`config.mk`:
```
export PLATFORM = sky130hd
export DESIGN_NAME = half_band_decim_mux
export DESIGN_NICKNAME = d
export VERILOG_FILES = /design/src/rtl/half_band_decim_mux_pkg.sv /design/src/rtl/half_band_decim_mux_reg_delay.sv /design/src/rtl/half_band_decim_mux.sv
export SDC_FILE = /design/constraint.sdc
export NUM_CORES = 1
export LEC_CHECK = 0
export CAP_MARGIN = 10
export CORE_MARGIN = 5
export CORE_UTILIZATION = 46
export CTS_CLUSTER_DIAMETER = 100
export DETAILED_ROUTE_END_ITERATION = 10
export GPL_ROUTABILITY_DRIVEN = 0
export SYNTH_ARGS = -nofsm -noshare
export SYNTH_HDL_FRONTEND = slang
export SYNTH_SLANG_ARGS = --single-unit
export TNS_END_PERCENT = 10
```
`constraint.sdc`:
```
create_clock -name clk -period 4.5 [get_ports clk]
set_clock_uncertainty 0.15 [all_clocks]
set_input_delay 0.9 -clock clk [delete_from_list [all_inputs] [get_ports clk]]
set_output_delay 0.9 -clock clk [all_outputs]
set_load 0.005 [all_outputs]
```
`src/rtl/half_band_decim_mux_pkg.sv`:
```
// Shared constants and helpers for the half-band decimator.
// Taps are -1, 9, 16, 9, -1 at delays 0, 2, 3, 4, 6. The 9 taps are built as
// (v << SIDE_SHIFT) + v and the 16 tap as v << CTR_SHIFT. RND is the rounding
// constant added before the OUT_SHIFT arithmetic right shift.
package half_band_decim_mux_pkg;

  localparam int SIDE_SHIFT = 3;  // 9 = 8 + 1
  localparam int CTR_SHIFT  = 4;  // 16
  localparam int RND        = 8;
  localparam int OUT_SHIFT  = 4;

  // Clip v to [-2**w, 2**w - 1]. Operates on 32-bit ints, so the accumulator
  // width (dw+7) must not exceed 32.
  function automatic int sat_clip(input int v, input int w);
    int hi;
    int lo;
    hi = (1 << w) - 1;
    lo = -(1 << w);
    if (v > hi) return hi;
    if (v < lo) return lo;
    return v;
  endfunction

endpackage

```
`src/rtl/half_band_decim_mux_reg_delay.sv`:
```
// Gated shift register of len words, dw bits each.
// Ports: clk, rst (sync, active high), gate (shift enable), din, dout (len-deep).
module half_band_decim_mux_reg_delay #(
  parameter int dw  = 16,
  parameter int len = 2
) (
  input  logic          clk,
  input  logic          rst,
  input  logic          gate,
  input  logic [dw-1:0] din,
  output logic [dw-1:0] dout
);

  logic [dw-1:0] line_q [len];

  always_ff @(posedge clk) begin
    if (rst) begin
      for (int i = 0; i < len; i++) line_q[i] <= '0;
    end else if (gate) begin
      line_q[0] <= din;
      for (int i = 1; i < len; i++) line_q[i] <= line_q[i-1];
    end
  end

  assign dout = line_q[len-1];

endmodule

```
`src/rtl/half_band_decim_mux.sv`:
```
// Half-band low-pass filter and 2:1 decimator for nch time-interleaved channels.
// Ports:
//   clk        system clock
//   rst        synchronous active-high reset
//   iv         input strobe, x valid this cycle
//   x          signed input sample, channels in order 0..nch-1
//   phase_sel  0 keeps even frames, 1 keeps odd frames (sampled at frame start)
//   ov         output strobe, 4 clk after the iv cycle of the kept sample
//   och        channel index of d
//   d          signed filtered, decimated, saturated sample (dw+1 bits)
module half_band_decim_mux
  import half_band_decim_mux_pkg::*;
#(
  parameter int dw  = 16,
  parameter int nch = 2,
  parameter int cw  = 4
) (
  input  logic                 clk,
  input  logic                 rst,
  input  logic                 iv,
  input  logic signed [dw-1:0] x,
  input  logic                 phase_sel,
  output logic                 ov,
  output logic [cw-1:0]        och,
  output logic signed [dw:0]   d
);

  localparam int aw = dw + 7;

  // Channel counter, frame parity and the phase held for the current frame.
  logic [cw-1:0] chan_q, chan_d;
  logic          par_q, par_d;
  logic          ph_q, ph_d;
  logic          frame_start, last_ch, keep;

  assign frame_start = (chan_q == '0);
  assign last_ch     = (chan_q == cw'(nch - 1));
  // At frame start the live phase_sel applies; afterwards the latched copy.
  assign keep        = (par_q == (frame_start ? phase_sel : ph_q));

  always_comb begin
    chan_d = chan_q;
    par_d  = par_q;
    ph_d   = ph_q;
    if (iv) begin
      if (frame_start) ph_d = phase_sel;
      if (last_ch) begin
        chan_d = '0;
        par_d  = ~par_q;
      end else begin
        chan_d = chan_q + cw'(1);
      end
    end
  end

  always_ff @(posedge clk) begin
    if (rst) begin
      chan_q <= '0;
      par_q  <= 1'b0;
      ph_q   <= 1'b0;
    end else begin
      chan_q <= chan_d;
      par_q  <= par_d;
      ph_q   <= ph_d;
    end
  end

  // History: taps[k] is the same channel's sample k frames back.
  logic signed [dw-1:0] taps [7];
  assign taps[0] = x;

  for (genvar gi = 0; gi < 6; gi++) begin : g_hist
    half_band_decim_mux_reg_delay #(.dw(dw), .len(nch)) u_stage (
      .clk  (clk),
      .rst  (rst),
      .gate (iv),
      .din  (taps[gi]),
      .dout (taps[gi+1])
    );
  end

  logic signed [aw-1:0] x0e, x2e, x3e, x4e, x6e;
  assign x0e = aw'(taps[0]);
  assign x2e = aw'(taps[2]);
  assign x3e = aw'(taps[3]);
  assign x4e = aw'(taps[4]);
  assign x6e = aw'(taps[6]);

  // Three-stage adder pipeline plus output register.
  logic                 v1_q, v2_q, v3_q, ov_q;
  logic [cw-1:0]        ch1_q, ch2_q, ch3_q, och_q;
  logic signed [aw-1:0] p1_end_q, p1_side_q, p1_ctr_q;
  logic signed [aw-1:0] p2_end_q, p2_side_q, p2_ctr_q;
  logic signed [aw-1:0] p3_q;
  logic signed [dw:0]   d_q, d_sat;

  assign d_sat = (dw+1)'(sat_clip(int'(p3_q), dw));

  always_ff @(posedge clk) begin
    if (rst) begin
      v1_q      <= 1'b0;
      v2_q      <= 1'b0;
      v3_q      <= 1'b0;
      ov_q      <= 1'b0;
      ch1_q     <= '0;
      ch2_q     <= '0;
      ch3_q     <= '0;
      och_q     <= '0;
      p1_end_q  <= '0;
      p1_side_q <= '0;
      p1_ctr_q  <= '0;
      p2_end_q  <= '0;
      p2_side_q <= '0;
      p2_ctr_q  <= '0;
      p3_q      <= '0;
      d_q       <= '0;
    end else begin
      // Pre-add the symmetric pairs; the outer pair carries the -1 tap.
      v1_q      <= iv & keep;
      ch1_q     <= chan_q;
      p1_end_q  <= -(x0e + x6e);
      p1_side_q <= x2e + x4e;
      p1_ctr_q  <= x3e;
      // Scale by 9 and 16 with shifts; fold rounding into the outer pair.
      v2_q      <= v1_q;
      ch2_q     <= ch1_q;
      p2_end_q  <= p1_end_q + aw'(RND);
      p2_side_q <= (p1_side_q <<< SIDE_SHIFT) + p1_side_q;
      p2_ctr_q  <= p1_ctr_q <<< CTR_SHIFT;
      // Final sum, floor divide by 16.
      v3_q      <= v2_q;
      ch3_q     <= ch2_q;
      p3_q      <= (p2_end_q + p2_side_q + p2_ctr_q) >>> OUT_SHIFT;
      // Output register holds its value between strobes.
      ov_q      <= v3_q;
      if (v3_q) begin
        och_q <= ch3_q;
        d_q   <= d_sat;
      end
    end
  end

  assign ov  = ov_q;
  assign och = och_q;
  assign d   = d_q;

endmodule

```
==> results.md <==
| Result | Reported | Unit |
| --- | --- | --- |
| HPWL after detailed placement | 21700 | um |
| Largest driver fanout on the critical path | 3 | - |
| Global-route wire length before repair | 51100 | um |
| Clock sink count | 370 | - |
| CTS hold repair buffers | 0 | - |
| Final worst path period need | 3.50 | ns |
| Unique masters post-synth | 67 | - |
| Crit end category | flop | - |
| Total overflow reported by the global router | 0 | - |
| Detailed-route DRC error count | 0 | - |
| Clock buffer depth | 3 | - |
| Required time of the critical path | 4.76 | ns |
| Final period utilization | 77.8 | % |
| Count of inserted antenna diode cells | 0 | - |
| Slowest stage cell, crit path | sky130_fd_sc_hd__or4_4 | - |
| HP Class | flop to flop | - |
| Reported max-cap violation count | 0 | - |
| CP Class | primary input to flop | - |
| Placed cell count | 1875 | - |
| Yosys reg bits | 370 | - |
| Worst stage delay on the critical path | 0.44 | ns |
| Outcome | finished, final reports clean | - |
| Actual slew at the worst max-slew pin | 0.897 | ns |
| Die Outline Area | 39300 | sq um |
| Endpoint, Worst Hold | p2_ctr_q[17] | - |
| Fraction of final layout cells sized beyond drive strength 1 | 6.80 | % |
| Synthesized cell area | 16300 | sq um |
| Total power consumption of the routed design | 8.28 | mW |
| Clock latency on the worst-skew pair | 0.52 | ns |
| Number of CTS-inserted buffers | 40 | - |
| RSZ-0062 raised after global routing | no | - |
| Die width | 198 | um |
| Async set-or-reset flop fraction in the synthesized netlist | 0 | % |
| Number of core rows | 69 | - |
| Layout Utilization | 53.0 | % |
| Mean number of vias per cell | 5.09 | - |
| Warning count from the yosys run | 0 | - |
| Start point of the worst min-delay path | p1_ctr_q[13] | - |
| Final max-slew violation count | 0 | - |
| Crit path launch type | primary input | - |
| Worst slew margin | 40.1 | % |
| H-tree depth reported by CTS | 2 | - |
| Number of setup buffers added after CTS | 0 | - |
| Avg Synthesized Cell Area | 11.6 | sq um |
| Root buffer selected by CTS | sky130_fd_sc_hd__clkbuf_16 | - |
| Total of endpoints with negative setup slack in the final report | 0 | - |
| Critical path buffers and inverters | 2 | - |
| Total number of vias | 9912 | - |
| Antenna violations before repair | 1 | - |
| Most instantiated flip-flop cell in the synthesis netlist | sky130_fd_sc_hd__edfxtp_1 | - |
| Number of nets produced by synthesis | 1532 | - |
| Number of global-route vias before repair | 9941 | - |
| Cell family with most CP delay | adder cells | - |
| Highest clock frequency the design can meet | 0.286 | GHz |
| Gate count of the mapped netlist | 1403 | - |
| Setup Total Neg Slack | 0 | ns |
| IO buf count | 41 | - |
| First-pass iteration count of the detailed router | 4 | - |
| Data arrival time of the worst path | 3.76 | ns |
| Chain of cells forming the critical path | clkdlybuf4s50_1, ha_1, inv_1, ha_1, fa_1, a21o_1, and4_1, or4_4, a31oi_4, a21oi_1, mux2_1 | - |
| Max rail drop VDD | 0.283 | mV |
| Post-synth EDFFs | 192 | - |
| Leakage | 7.62 | nW |
| Area of the placeable core | 35200 | sq um |
| Final cell count without fillers | 1947 | - |
| Power density over the cells | 443 | nW/um^2 |
| Register-to-Register Path Depth | 10 | - |
| Initial DRC Count | 529 | - |
| Final hold violation count | 0 | - |
| Post-route antenna net violation count | 0 | - |
| # resized after CTS | 0 | - |
| Library cell appearing most often on the critical path | sky130_fd_sc_hd__ha_1 | - |
| Total detailed-routing wirelength | 31000 | um |
| Pin count of the biggest net entering global routing | 61 | - |
| Layout overhead on the synthesized area | 14.7 | % |
| Sequential cell area fraction in the yosys report | 57.3 | % |
| Reg2Reg Setup Slack | 1.36 | ns |
| Clock-pin slew reported for the worst setup and hold paths after clock tree synthesis | 0.06 | ns |
| Critical path depth in cells | 11 | - |
| Capture point of the worst reg-to-reg path | p3_q[13] | - |
| All-layer global routing usage | 16.0 | % |
| Chip height | 198 | um |
| Routed wirelength normalized by instance count | 15.9 | um |
| Clock tree from TritonCTS | built | - |
| Launching point of the worst reg2reg path | p2_end_q[4] | - |
| I/O pin cnt | 42 | - |
| Worst Hold Depth | 1 | - |
| Final net count | 1585 | - |
| Effective utilization at floorplan | 46.2 | % |
## area by class of cell
class / count / area (sq um)
clock buffer: 51 / 1100
clock inverter: 21 / 253
fill: 3086 / 16500
inverter: 56 / 210
multi-input combinational: 927 / 6570
sequential: 370 / 9330
tap: 461 / 577
timing repair buffer: 61 / 637
## cells in the final DEF, fill, tap and decap left out, drive strengths merged, types with 9 or more instances in the layout
cell           Yosys  final
edfxtp           192    192
a21oi             73     73
nand3             20     20
o21a              13     13
o21ai             55     55
and3              15     15
clkbuf            40     51
inv               56     59
ha                88     88
and2             198    198
nor2b             68     68
a211oi            20     20
clkdlybuf4s50      0     40
clkinv             0     10
nand2b            22     22
or3                9      9
dfxtp            178    178
fa                21     21
buf               10     21
nand2             35     35
xnor2             37     37
nor2             108    108
xor2              29     29
nor3              14     14
a21o              19     19
## report_power, final
| part | switching [mW] | leakage [nW] | internal (mW) |
|---|---|---|---|
| Sequential | 0.126 | 3.58 | 3.81 |
| Combinational | 0.576 | 3.37 | 0.414 |
| Clock | 1.31 | 0.662 | 2.03 |
## layer usage
| layer | part of all wire, % | global-route usage, % | up-vias |
|---|---|---|---|
| met5 | 0 | 0 | - |
| met4 | 2.3 | 4.36 | 0 |
| met3 | 4.2 | 2.55 | 57 |
| met2 | 45 | 25.6 | 176 |
| met1 | 48 | 22.9 | 4703 |
| li1 | - | - | 4976 |
## flip-flops by register name, summed over array words and instances (netlist names), 16 cells and up
register / count
d: 17
g_hist.u_stage.line_q: 192
p1_ctr_q: 16
p1_end_q: 23
p1_side_q: 17
p2_ctr_q: 16
p2_end_q: 23
p2_side_q: 21
p3_q: 19
## how the worst max path moves through the flow
| stage | from | end | slack (ns) |
|---|---|---|---|
| after floorplan | rst | g_hist[0].u_stage.line_q[0][0] | 0.06 |
| after global placement | x[1] | p1_end_q[15] | 0.47 |
| after detailed placement | x[1] | p1_end_q[15] | 0.44 |
| after CTS | x[1] | p1_end_q[15] | 1.0 |
| after global routing | x[1] | p1_end_q[15] | 0.87 |
| final | x[1] | p1_end_q[15] | 1.00 |
## kinds of logic (layout without fill, tap and decap cells)
family	Yosys count	after routing	share of synthesized area, %
and+or+nand+nor	517	517	17.6
AOI/OAI and AO/OA	226	226	9.23
DFF	370	370	57.3
adders and majority gates	109	109	9.34
xor gates and xnor gates	66	66	3.55
muxes	9	9	0.576
buffers and inverters	106	189	2.44
## per-stage QoR
step	hold WS [ns]	setup slack [ns]	instance area (sq um)
floorplan	0.264	0.0602	16300
global placement	0.266	0.472	17300
detailed placement	0.274	0.445	17300
CTS	0.290	0.995	18700
global route	0.305	0.873	18700
finish	0.285	1.00	18700
## cell usage after synthesis, types with 29 or more instances
library cell,count,area (sq um)
sky130_fd_sc_hd__o21ai_0,53,265
sky130_fd_sc_hd__xor2_1,29,254
sky130_fd_sc_hd__a21oi_1,73,365
sky130_fd_sc_hd__nand2_1,35,131
sky130_fd_sc_hd__nor2_1,108,405
sky130_fd_sc_hd__clkbuf_1,40,150
sky130_fd_sc_hd__ha_1,88,1100
sky130_fd_sc_hd__inv_1,56,210
sky130_fd_sc_hd__dfxtp_1,178,3560
sky130_fd_sc_hd__nor2b_1,68,425
sky130_fd_sc_hd__xnor2_1,37,324
sky130_fd_sc_hd__edfxtp_1,192,5770
sky130_fd_sc_hd__and2_1,198,1240
Note: power is estimated with default switching activity, not from simulation.
